`config.mk`:
```
export PLATFORM = sky130hd
export DESIGN_NAME = branch_predict_unit
export DESIGN_NICKNAME = d
export VERILOG_FILES = /design/src/rtl/branch_predict_unit.sv
export SDC_FILE = /design/constraint.sdc
export NUM_CORES = 1
export LEC_CHECK = 0
export ABC_AREA = 1
export BUFFER_PORTS_ARGS = -buffer_cell sky130_fd_sc_hd__buf_2
export CAP_MARGIN = 20
export CORE_MARGIN = 2
export CORE_UTILIZATION = 25
export DETAILED_ROUTE_END_ITERATION = 8
export GPL_ROUTABILITY_DRIVEN = 0
export PLACE_DENSITY = 0.52
export SLEW_MARGIN = 25
export SYNTH_ARGS = -nofsm -noshare
export SYNTH_HDL_FRONTEND = slang
export SYNTH_SLANG_ARGS = --single-unit
```
`constraint.sdc`:
```
create_clock -name clk -period 13.13 [get_ports clk]
set_input_delay 1.9695 -clock clk [delete_from_list [all_inputs] [get_ports clk]]
set_output_delay 1.9695 -clock clk [all_outputs]
set_load 0.03 [all_outputs]
```
`src/rtl/branch_predict_unit.sv`:
```
// Branch predictor: PC-indexed table of 2-bit saturating counters feeding a registered
// fetch prediction, plus an RV branch resolver that trains the table and counts events.
module branch_predict_unit #(
  parameter int XLEN        = 32,
  parameter int BHT_ENTRIES = 64,
  parameter int PC_LSB      = 2,
  parameter int CNT_W       = 32
) (
  input  logic             clk,
  input  logic             rst,
  input  logic             pred_valid,
  input  logic [XLEN-1:0]  pred_pc,
  output logic             pred_out_valid,
  output logic             pred_taken,
  input  logic             branch,
  input  logic [2:0]       func3,
  input  logic [XLEN-1:0]  operand_a,
  input  logic [XLEN-1:0]  operand_b,
  input  logic [XLEN-1:0]  res_pc,
  input  logic             res_pred_taken,
  output logic             branch_taken,
  output logic             mispredict,
  output logic             illegal_op,
  output logic [CNT_W-1:0] branch_count,
  output logic [CNT_W-1:0] mispredict_count
);
  localparam int IDX_W = $clog2(BHT_ENTRIES);

  // Handshake: a lookup is accepted on any edge with pred_valid=1 (no backpressure);
  // pred_out_valid marks pred_taken as fresh exactly one cycle later.

  logic [1:0]       bht [BHT_ENTRIES];
  logic [IDX_W-1:0] pred_idx;
  logic [IDX_W-1:0] res_idx;
  logic             cond_eq;
  logic             cond_lt_s;
  logic             cond_lt_u;
  logic             outcome;
  logic             legal;
  logic             illegal;
  logic             wrong_guess;
  logic             unused_pc_bits;

  assign pred_idx       = pred_pc[PC_LSB +: IDX_W];
  assign res_idx        = res_pc[PC_LSB +: IDX_W];
  // PC bits outside the index are intentionally ignored (aliasing is allowed).
  assign unused_pc_bits = ^{pred_pc, res_pc};

  assign cond_eq   = (operand_a == operand_b);
  assign cond_lt_s = ($signed(operand_a) < $signed(operand_b));
  assign cond_lt_u = (operand_a < operand_b);

  always_comb begin
    outcome = 1'b0;
    case (func3)
      3'b000:  outcome = cond_eq;
      3'b001:  outcome = !cond_eq;
      3'b100:  outcome = cond_lt_s;
      3'b101:  outcome = !cond_lt_s;
      3'b110:  outcome = cond_lt_u;
      3'b111:  outcome = !cond_lt_u;
      default: outcome = 1'b0;
    endcase
  end

  assign illegal      = branch && (func3[2:1] == 2'b01);
  assign legal        = branch && (func3[2:1] != 2'b01);
  assign branch_taken = legal && outcome;
  assign wrong_guess  = legal && (outcome != res_pred_taken);

  // Lookup reads the pre-update counter even when training hits the same entry.
  always_ff @(posedge clk or posedge rst) begin
    if (rst) begin
      pred_out_valid <= 1'b0;
      pred_taken     <= 1'b0;
    end else begin
      pred_out_valid <= pred_valid;
      if (pred_valid) begin
        pred_taken <= bht[pred_idx][1];
      end
    end
  end

  always_ff @(posedge clk or posedge rst) begin
    if (rst) begin
      for (int i = 0; i < BHT_ENTRIES; i++) begin
        bht[i] <= 2'b01;
      end
    end else if (legal) begin
      if (outcome && (bht[res_idx] != 2'b11)) begin
        bht[res_idx] <= bht[res_idx] + 2'b01;
      end else if (!outcome && (bht[res_idx] != 2'b00)) begin
        bht[res_idx] <= bht[res_idx] - 2'b01;
      end
    end
  end

  always_ff @(posedge clk or posedge rst) begin
    if (rst) begin
      mispredict       <= 1'b0;
      illegal_op       <= 1'b0;
      branch_count     <= '0;
      mispredict_count <= '0;
    end else begin
      mispredict <= wrong_guess;
      illegal_op <= illegal;
      if (legal && (branch_count != '1)) begin
        branch_count <= branch_count + CNT_W'(1);
      end
      if (wrong_guess && (mispredict_count != '1)) begin
        mispredict_count <= mispredict_count + CNT_W'(1);
      end
    end
  end

endmodule

```
# Yosys cells after proc, flatten, opt, wreduce, memory -nomap -nowiden
# Index checks and enable logic that the tools add are counted.
[classes]
n_addsub = 4
order_cmp = 5
n_eq_ne = 12
mux = 13
bitwise = 2
n_reduce_logical = 17
[ops]
columns = ["cell", "count"]
rows = [
  ["$bwmux W128", 2],
  ["$mux W128", 2],
  ["$add A32 B1 Y32 const B", 2],
  ["$lt A32 B32 Y1", 2],
  ["$ne A32 B32 Y1 const B", 2],
  ["$eq A32 B32 Y1", 1],
  ["$bmux W2 S6", 2],
  ["$ge A7 B7 Y1 const B", 2],
  ["$not A6 Y7", 2],
  ["$demux W2 S6", 1],
  ["$eq A3 B3 Y1 const B", 4],
  ["$mux W2", 5],
  ["$logic_and A1 B1 Y1", 9],
  ["$lt A7 B1 Y1 const B", 1],
  ["$pmux W1 S6", 1],
  ["$logic_not A1 Y1", 4],
  ["$reduce_bool A2 Y1", 2],
  ["$eq A3 B1 Y1 const B", 1],
  ["$logic_not A3 Y1", 1],
  ["$add A2 B1 Y2 const B", 1],
  ["$eq A2 B1 Y1 const B", 1],
  ["$ne A2 B1 Y1 const B", 1],
  ["$ne A2 B2 Y1 const B", 1],
  ["$reduce_and A2 Y1", 1],
  ["other kinds (2)", 2],
]
[totals]
ff_bits = 196
in_bits = 136
output_inout_bits = 69
elab_cells = 123

# Logic depth before layout (Yosys ltp)
[depth]
word_depth = 8
depth_mapped = 23
depth_no_buf = 22

# Least setup slack after synthesis
# Ideal clock, no wire load.
[synth_timing]
kind = "input to output"
start = "input operand_b[31]"
end = "output branch_taken"
arrival_time_ns = 3.488
required_time_ns = 11.160
slack_ns = 7.672
path_stages = 12
n_path_buf = 0
cell_sequence = "inv_1 > ha_1 > a21oi_1 > o21a_1 > nand2_1 > a21oi_2 > nand2_2 > nand2_1 > nand3_1 > nand3_2 > nand2_1 > inv_1"
[synth_between]
elab_chain_cells = 4
elab_cells_between_ends = 8
cone_classes = "2 x order compare; 1 x eq/ne; 1 x mux; 4 x reduce/logical"
[synth_rtl]
columns = ["item", "line", "source"]
rows = [
  ["from (decl)", "18", "input logic [XLEN-1:0] operand_b,"],
  ["$lt A32 B32 Y1 (tied with other cells)", "51", "assign cond_lt_u = (operand_a < operand_b);"],
  ["$logic_not A1 Y1 (on tied branches)", "61, 57, 59", ""],
  ["$pmux W1 S6 *", "55", "case (func3)"],
  ["$logic_and A1 B1 Y1 *", "68", "assign branch_taken = legal && outcome;"],
  ["to (decl)", "21", "output logic branch_taken,"],
]
# Mark *: on every way between the ends. The rest lies on a longest branch, timed or not.

==> run_summary.xml <==
<?xml version="1.0" encoding="UTF-8"?>
<metrics>
  <group name="logic_synthesis">
    <metric name="share_of_flip_flops_with_an_asynchronous_set_or_reset" unit="%">100.0</metric>
    <metric name="synth_enable_flop_cells" unit="">0</metric>
    <metric name="yosys.area.top_type" unit="">sky130_fd_sc_hd__dfrtp_1</metric>
    <metric name="synth_top_flop_cell" unit="">sky130_fd_sc_hd__dfrtp_1</metric>
    <metric name="synthDominantCellAreaShare" unit="%">27.11</metric>
    <metric name="count_of_different_cell_masters_after_synthesis" unit="">44</metric>
    <metric name="synth_area_per_cell" unit="um2">7.429</metric>
    <metric name="synth-seq-cells" unit="">196</metric>
    <metric name="ys_seq_area_share" unit="%">40.92</metric>
    <metric name="netlist_top_cells_area" unit="">sky130_fd_sc_hd__dfrtp_1, sky130_fd_sc_hd__nand2_1, sky130_fd_sc_hd__dfstp_2, sky130_fd_sc_hd__nand3_1, sky130_fd_sc_hd__nor2_1</metric>
    <metric name="synthesis.area" unit="um2">12180</metric>
    <metric name="warning_count_from_the_yosys_run" unit="">0</metric>
    <metric name="syn-num-nets" unit="">1812</metric>
    <metric name="syn-instance-count" unit="">1640</metric>
  </group>
  <group name="power">
    <metric name="powerDensity" unit="nW/um2">119.2</metric>
    <metric name="p_switching" unit="uW">573.4</metric>
    <metric name="seq_power_share" unit="%">43.9</metric>
    <metric name="pwr-share-clk" unit="%">35.4</metric>
    <metric name="total_power" unit="mW">1.677</metric>
    <metric name="cell_internal_pwr" unit="mW">1.104</metric>
    <metric name="irDropWorstVdd" unit="uV">91.10</metric>
    <metric name="switching_share_of_power" unit="%">34.19</metric>
    <metric name="p_leak" unit="nW">6.811</metric>
    <metric name="power.combinational.fraction" unit="%">20.7</metric>
  </group>
  <group name="layout">
    <metric name="antenna_cells_inserted" unit="">0</metric>
    <metric name="finalCoreUtilization" unit="%">29.35</metric>
    <metric name="finish.cell_count_without_fillers" unit="">2381</metric>
    <metric name="drive_above_1_share" unit="%">17.27</metric>
    <metric name="most-common-layout-cells" unit="">sky130_fd_sc_hd__nand2_1, sky130_fd_sc_hd__nand3_1, sky130_fd_sc_hd__buf_2</metric>
    <metric name="final_design_area_no_fill" unit="um2">14070</metric>
    <metric name="nNetsFinal" unit="">1925</metric>
    <metric name="syn2layout_area_growth" unit="%">15.49</metric>
    <metric name="final_common_cell" unit="">sky130_fd_sc_hd__nand2_1</metric>
  </group>
  <group name="floorplan">
    <metric name="boundaryPins" unit="">205</metric>
    <metric name="floorplan.initialDensity" unit="%">25.41</metric>
    <metric name="placeable_area" unit="um2">47950</metric>
    <metric name="rows" unit="">80</metric>
    <metric name="die-height" unit="um">224.8</metric>
    <metric name="fp.dieArea" unit="um2">50510</metric>
    <metric name="die_w" unit="um">224.8</metric>
  </group>
  <group name="worst_setup_path">
    <metric name="slowest_stage" unit="">sky130_fd_sc_hd__buf_4</metric>
    <metric name="cell_count_of_the_worst_reg_to_reg_path" unit="">16</metric>
    <metric name="most_prevalent_standard_cell_on_the_critical_path" unit="">sky130_fd_sc_hd__buf_4</metric>
    <metric name="crit_path_start_kind" unit="">primary input</metric>
    <metric name="worst-endpoint-required" unit="ns">13.53</metric>
    <metric name="worst_setup_path_end_kind" unit="">register</metric>
    <metric name="cp_data_arrival_time" unit="ns">6.83</metric>
    <metric name="path_max_fanout" unit="">66</metric>
    <metric name="setup.reg_to_reg.worst_slack" unit="ns">8.86</metric>
    <metric name="cp_cell_sequence" unit="">buf_2 -&gt; nor3_4 -&gt; inv_2 -&gt; o21ai_0 -&gt; o41ai_1 -&gt; nand2_1 -&gt; nor2_1 -&gt; nand2_2 -&gt; buf_4 -&gt; inv_1 -&gt; ha_1 -&gt; inv_1 -&gt; nand2_4 -&gt; a21oi_4 -&gt; buf_4 -&gt; buf_4 -&gt; nand3_1 -&gt; nand2_1</metric>
    <metric name="critical_path.max_stage_delay" unit="ns">0.68</metric>
    <metric name="worstSetupPathType" unit="">primary input to register</metric>
  </group>
  <group name="min_path">
    <metric name="cells_on_worst_hold_path" unit="">2</metric>
    <metric name="hp-class" unit="">register to register</metric>
  </group>
  <group name="routing">
    <metric name="firstDrtPassIters" unit="">6</metric>
    <metric name="drt-total-wl" unit="mm">39.26</metric>
    <metric name="post_drt_wl_per_cell" unit="um">16.49</metric>
    <metric name="num_vias" unit="">11900</metric>
    <metric name="drt-vias-per-instance" unit="">4.996</metric>
    <metric name="drt_iter0_drc" unit="">996</metric>
    <metric name="route.detailed.drc" unit="">0</metric>
    <metric name="final_antenna_net_count" unit="">0</metric>
  </group>
  <group name="grt">
    <metric name="overflow" unit="">0</metric>
    <metric name="grt_max_degree" unit="">133</metric>
    <metric name="track_usage" unit="%">15.63</metric>
    <metric name="wire_length_of_the_first_global_routing_pass" unit="mm">62.93</metric>
    <metric name="initial_antenna_violation_count" unit="">1</metric>
    <metric name="first_global_vias" unit="">11580</metric>
  </group>
  <group name="clock_network">
    <metric name="tritoncts" unit="">yes</metric>
    <metric name="clkTransAtPathRegs" unit="ns">0.08</metric>
    <metric name="clock-root-buffer" unit="">sky130_fd_sc_hd__clkbuf_16</metric>
    <metric name="clk-insertion-delay-late" unit="ns">0.46</metric>
    <metric name="ctsHoldBuffers" unit="">0</metric>
    <metric name="cts.sinks" unit="">196</metric>
    <metric name="cts-buffers-inserted" unit="">17</metric>
    <metric name="htree_num_levels" unit="">4</metric>
    <metric name="clk_path_buf_depth" unit="">2</metric>
    <metric name="resize_count_post_cts" unit="">0</metric>
    <metric name="post_cts.repair.setup_buffers" unit="">0</metric>
  </group>
  <group name="timing">
    <metric name="final.setup_skew" unit="ns">0.01292</metric>
    <metric name="final.min_clock_period" unit="ns">6.433</metric>
    <metric name="worstMarginPinSlew" unit="ns">0.8977</metric>
    <metric name="fin_worst_hold_slack" unit="ns">0.4678</metric>
    <metric name="final-max-slew-violation-count" unit="">0</metric>
    <metric name="rsz0062_at_grt" unit="">false</metric>
    <metric name="share_of_the_clock_period_used_by_the_worst_path_after_layout" unit="%">49.00</metric>
    <metric name="setup_viol" unit="">0</metric>
    <metric name="achievable-frequency" unit="GHz">0.1554</metric>
    <metric name="final-hold-violation-count" unit="">0</metric>
    <metric name="timing.max_slew.rel_slack" unit="%">40.15</metric>
    <metric name="setup_ws" unit="ns">6.697</metric>
    <metric name="timing.setup.tns" unit="ns">0</metric>
  </group>
  <group name="placed_design">
    <metric name="place_hpwl" unit="mm">25.40</metric>
    <metric name="place_ws" unit="ns">6.320</metric>
    <metric name="placed_cell_area" unit="um2">13420</metric>
    <metric name="dp.cells" unit="">2349</metric>
    <metric name="io_buffers" unit="">152</metric>
  </group>
  <group name="status">
    <metric name="status" unit="">completed</metric>
  </group>
  <group name="run">
    <metric name="number_of_max_capacitance_violations_reported" unit="">0</metric>
  </group>
</metrics>
==> cells by family (layout without fill, tap and decap cells) <==
kind of cell | count (synthesis) | in the layout | synth area share (%)
AND/OR/NAND/NOR | 1011 | 1011 | 36.51
flip-flops | 196 | 196 | 40.92
buffers and inverters | 190 | 316 | 7.076
AO/OA/AOI/OAI | 146 | 146 | 7.415
XOR/XNOR | 61 | 61 | 4.385
adder cells (fa/ha/maj) | 36 | 36 | 3.697
==> synthesized netlist by cell type, types with 2 or more instances <==
master	instances
sky130_fd_sc_hd__o21ai_0	45
sky130_fd_sc_hd__nand2_4	2
sky130_fd_sc_hd__nand3_1	230
sky130_fd_sc_hd__a22oi_1	7
sky130_fd_sc_hd__o221ai_1	2
sky130_fd_sc_hd__xnor2_1	21
sky130_fd_sc_hd__nand2_1	501
sky130_fd_sc_hd__buf_2	29
sky130_fd_sc_hd__nor4_1	14
sky130_fd_sc_hd__nand3_2	6
sky130_fd_sc_hd__nor2_2	6
sky130_fd_sc_hd__a221oi_1	6
sky130_fd_sc_hd__a21oi_2	2
sky130_fd_sc_hd__a21oi_1	25
sky130_fd_sc_hd__nand2_2	8
sky130_fd_sc_hd__o22ai_1	39
sky130_fd_sc_hd__nor2_4	2
sky130_fd_sc_hd__buf_6	9
sky130_fd_sc_hd__clkbuf_1	23
sky130_fd_sc_hd__nor3_1	34
sky130_fd_sc_hd__clkinv_1	4
sky130_fd_sc_hd__dfrtp_1	132
sky130_fd_sc_hd__o21a_1	2
sky130_fd_sc_hd__nor4_2	2
sky130_fd_sc_hd__ha_1	36
sky130_fd_sc_hd__inv_2	4
sky130_fd_sc_hd__or2_2	6
sky130_fd_sc_hd__buf_4	12
sky130_fd_sc_hd__dfstp_2	64
sky130_fd_sc_hd__o2111ai_1	5
sky130_fd_sc_hd__inv_1	109
sky130_fd_sc_hd__xor2_1	40
sky130_fd_sc_hd__nor2_1	149
sky130_fd_sc_hd__o21ai_1	2
sky130_fd_sc_hd__o41ai_1	5
sky130_fd_sc_hd__nand4_1	49
==> worst max-delay path, delay by kind of cell <==
kind | cells | cell delay (ns)
buffers and inverters | 7 | 2.60
and+or+nand+nor | 7 | 1.23
AOI/OAI and AO/OA | 3 | 0.61
adders and majority gates | 1 | 0.23
==> power by group through the flow <==
| stage | clock network (mW) | registers, mW | logic, mW |
|---|---|---|---|
| after floorplan | 0 | 0.761 | 0.225 |
| after global placement | 0 | 0.746 | 0.342 |
| after detailed placement | 0 | 0.746 | 0.349 |
| after CTS | 0.607 | 0.736 | 0.350 |
| after global routing | 0.634 | 0.745 | 0.388 |
| final | 0.594 | 0.736 | 0.347 |
==> worst max-delay path by stage <==
stage,startpoint,to,slack [ns]
6_report,res_pc[2],register,6.70
4_1_cts,res_pc[2],register,6.79
2_1_floorplan,rst,bht[101]$_DFFE_PP0P_,5.93
3_5_place_dp,res_pc[2],bht[63]$_DFFE_PP0P_,6.32
5_1_grt,res_pc[3],bht[49]$_DFFE_PP0P_,6.43
3_3_place_gp,res_pc[2],bht[57]$_DFFE_PP0P_,6.37
==> layout make-up <==
| cell class | instances | area [um2] |
|---|---|---|
| well taps | 615 | 769.5 |
| flip-flops and latches | 196 | 4985 |
| clock inverters | 12 | 176.4 |
| inverters | 117 | 451.7 |
| multi-input cells | 1254 | 6346 |
| repair buffers | 167 | 873.3 |
| clock buffers | 20 | 467.9 |
| fillers | 5161 | 33880 |
==> routing by layer <==
metal	share of wire, %	vias to the layer above	GRT usage [%]
li1	-	5708	-
met5	0.041	-	0
met3	7.2	46	3.762
met2	47	390	25.44
met1	44	5749	20.73
met4	1.6	2	4.102
No activity file was read; power rests on OpenSTA's default activity.
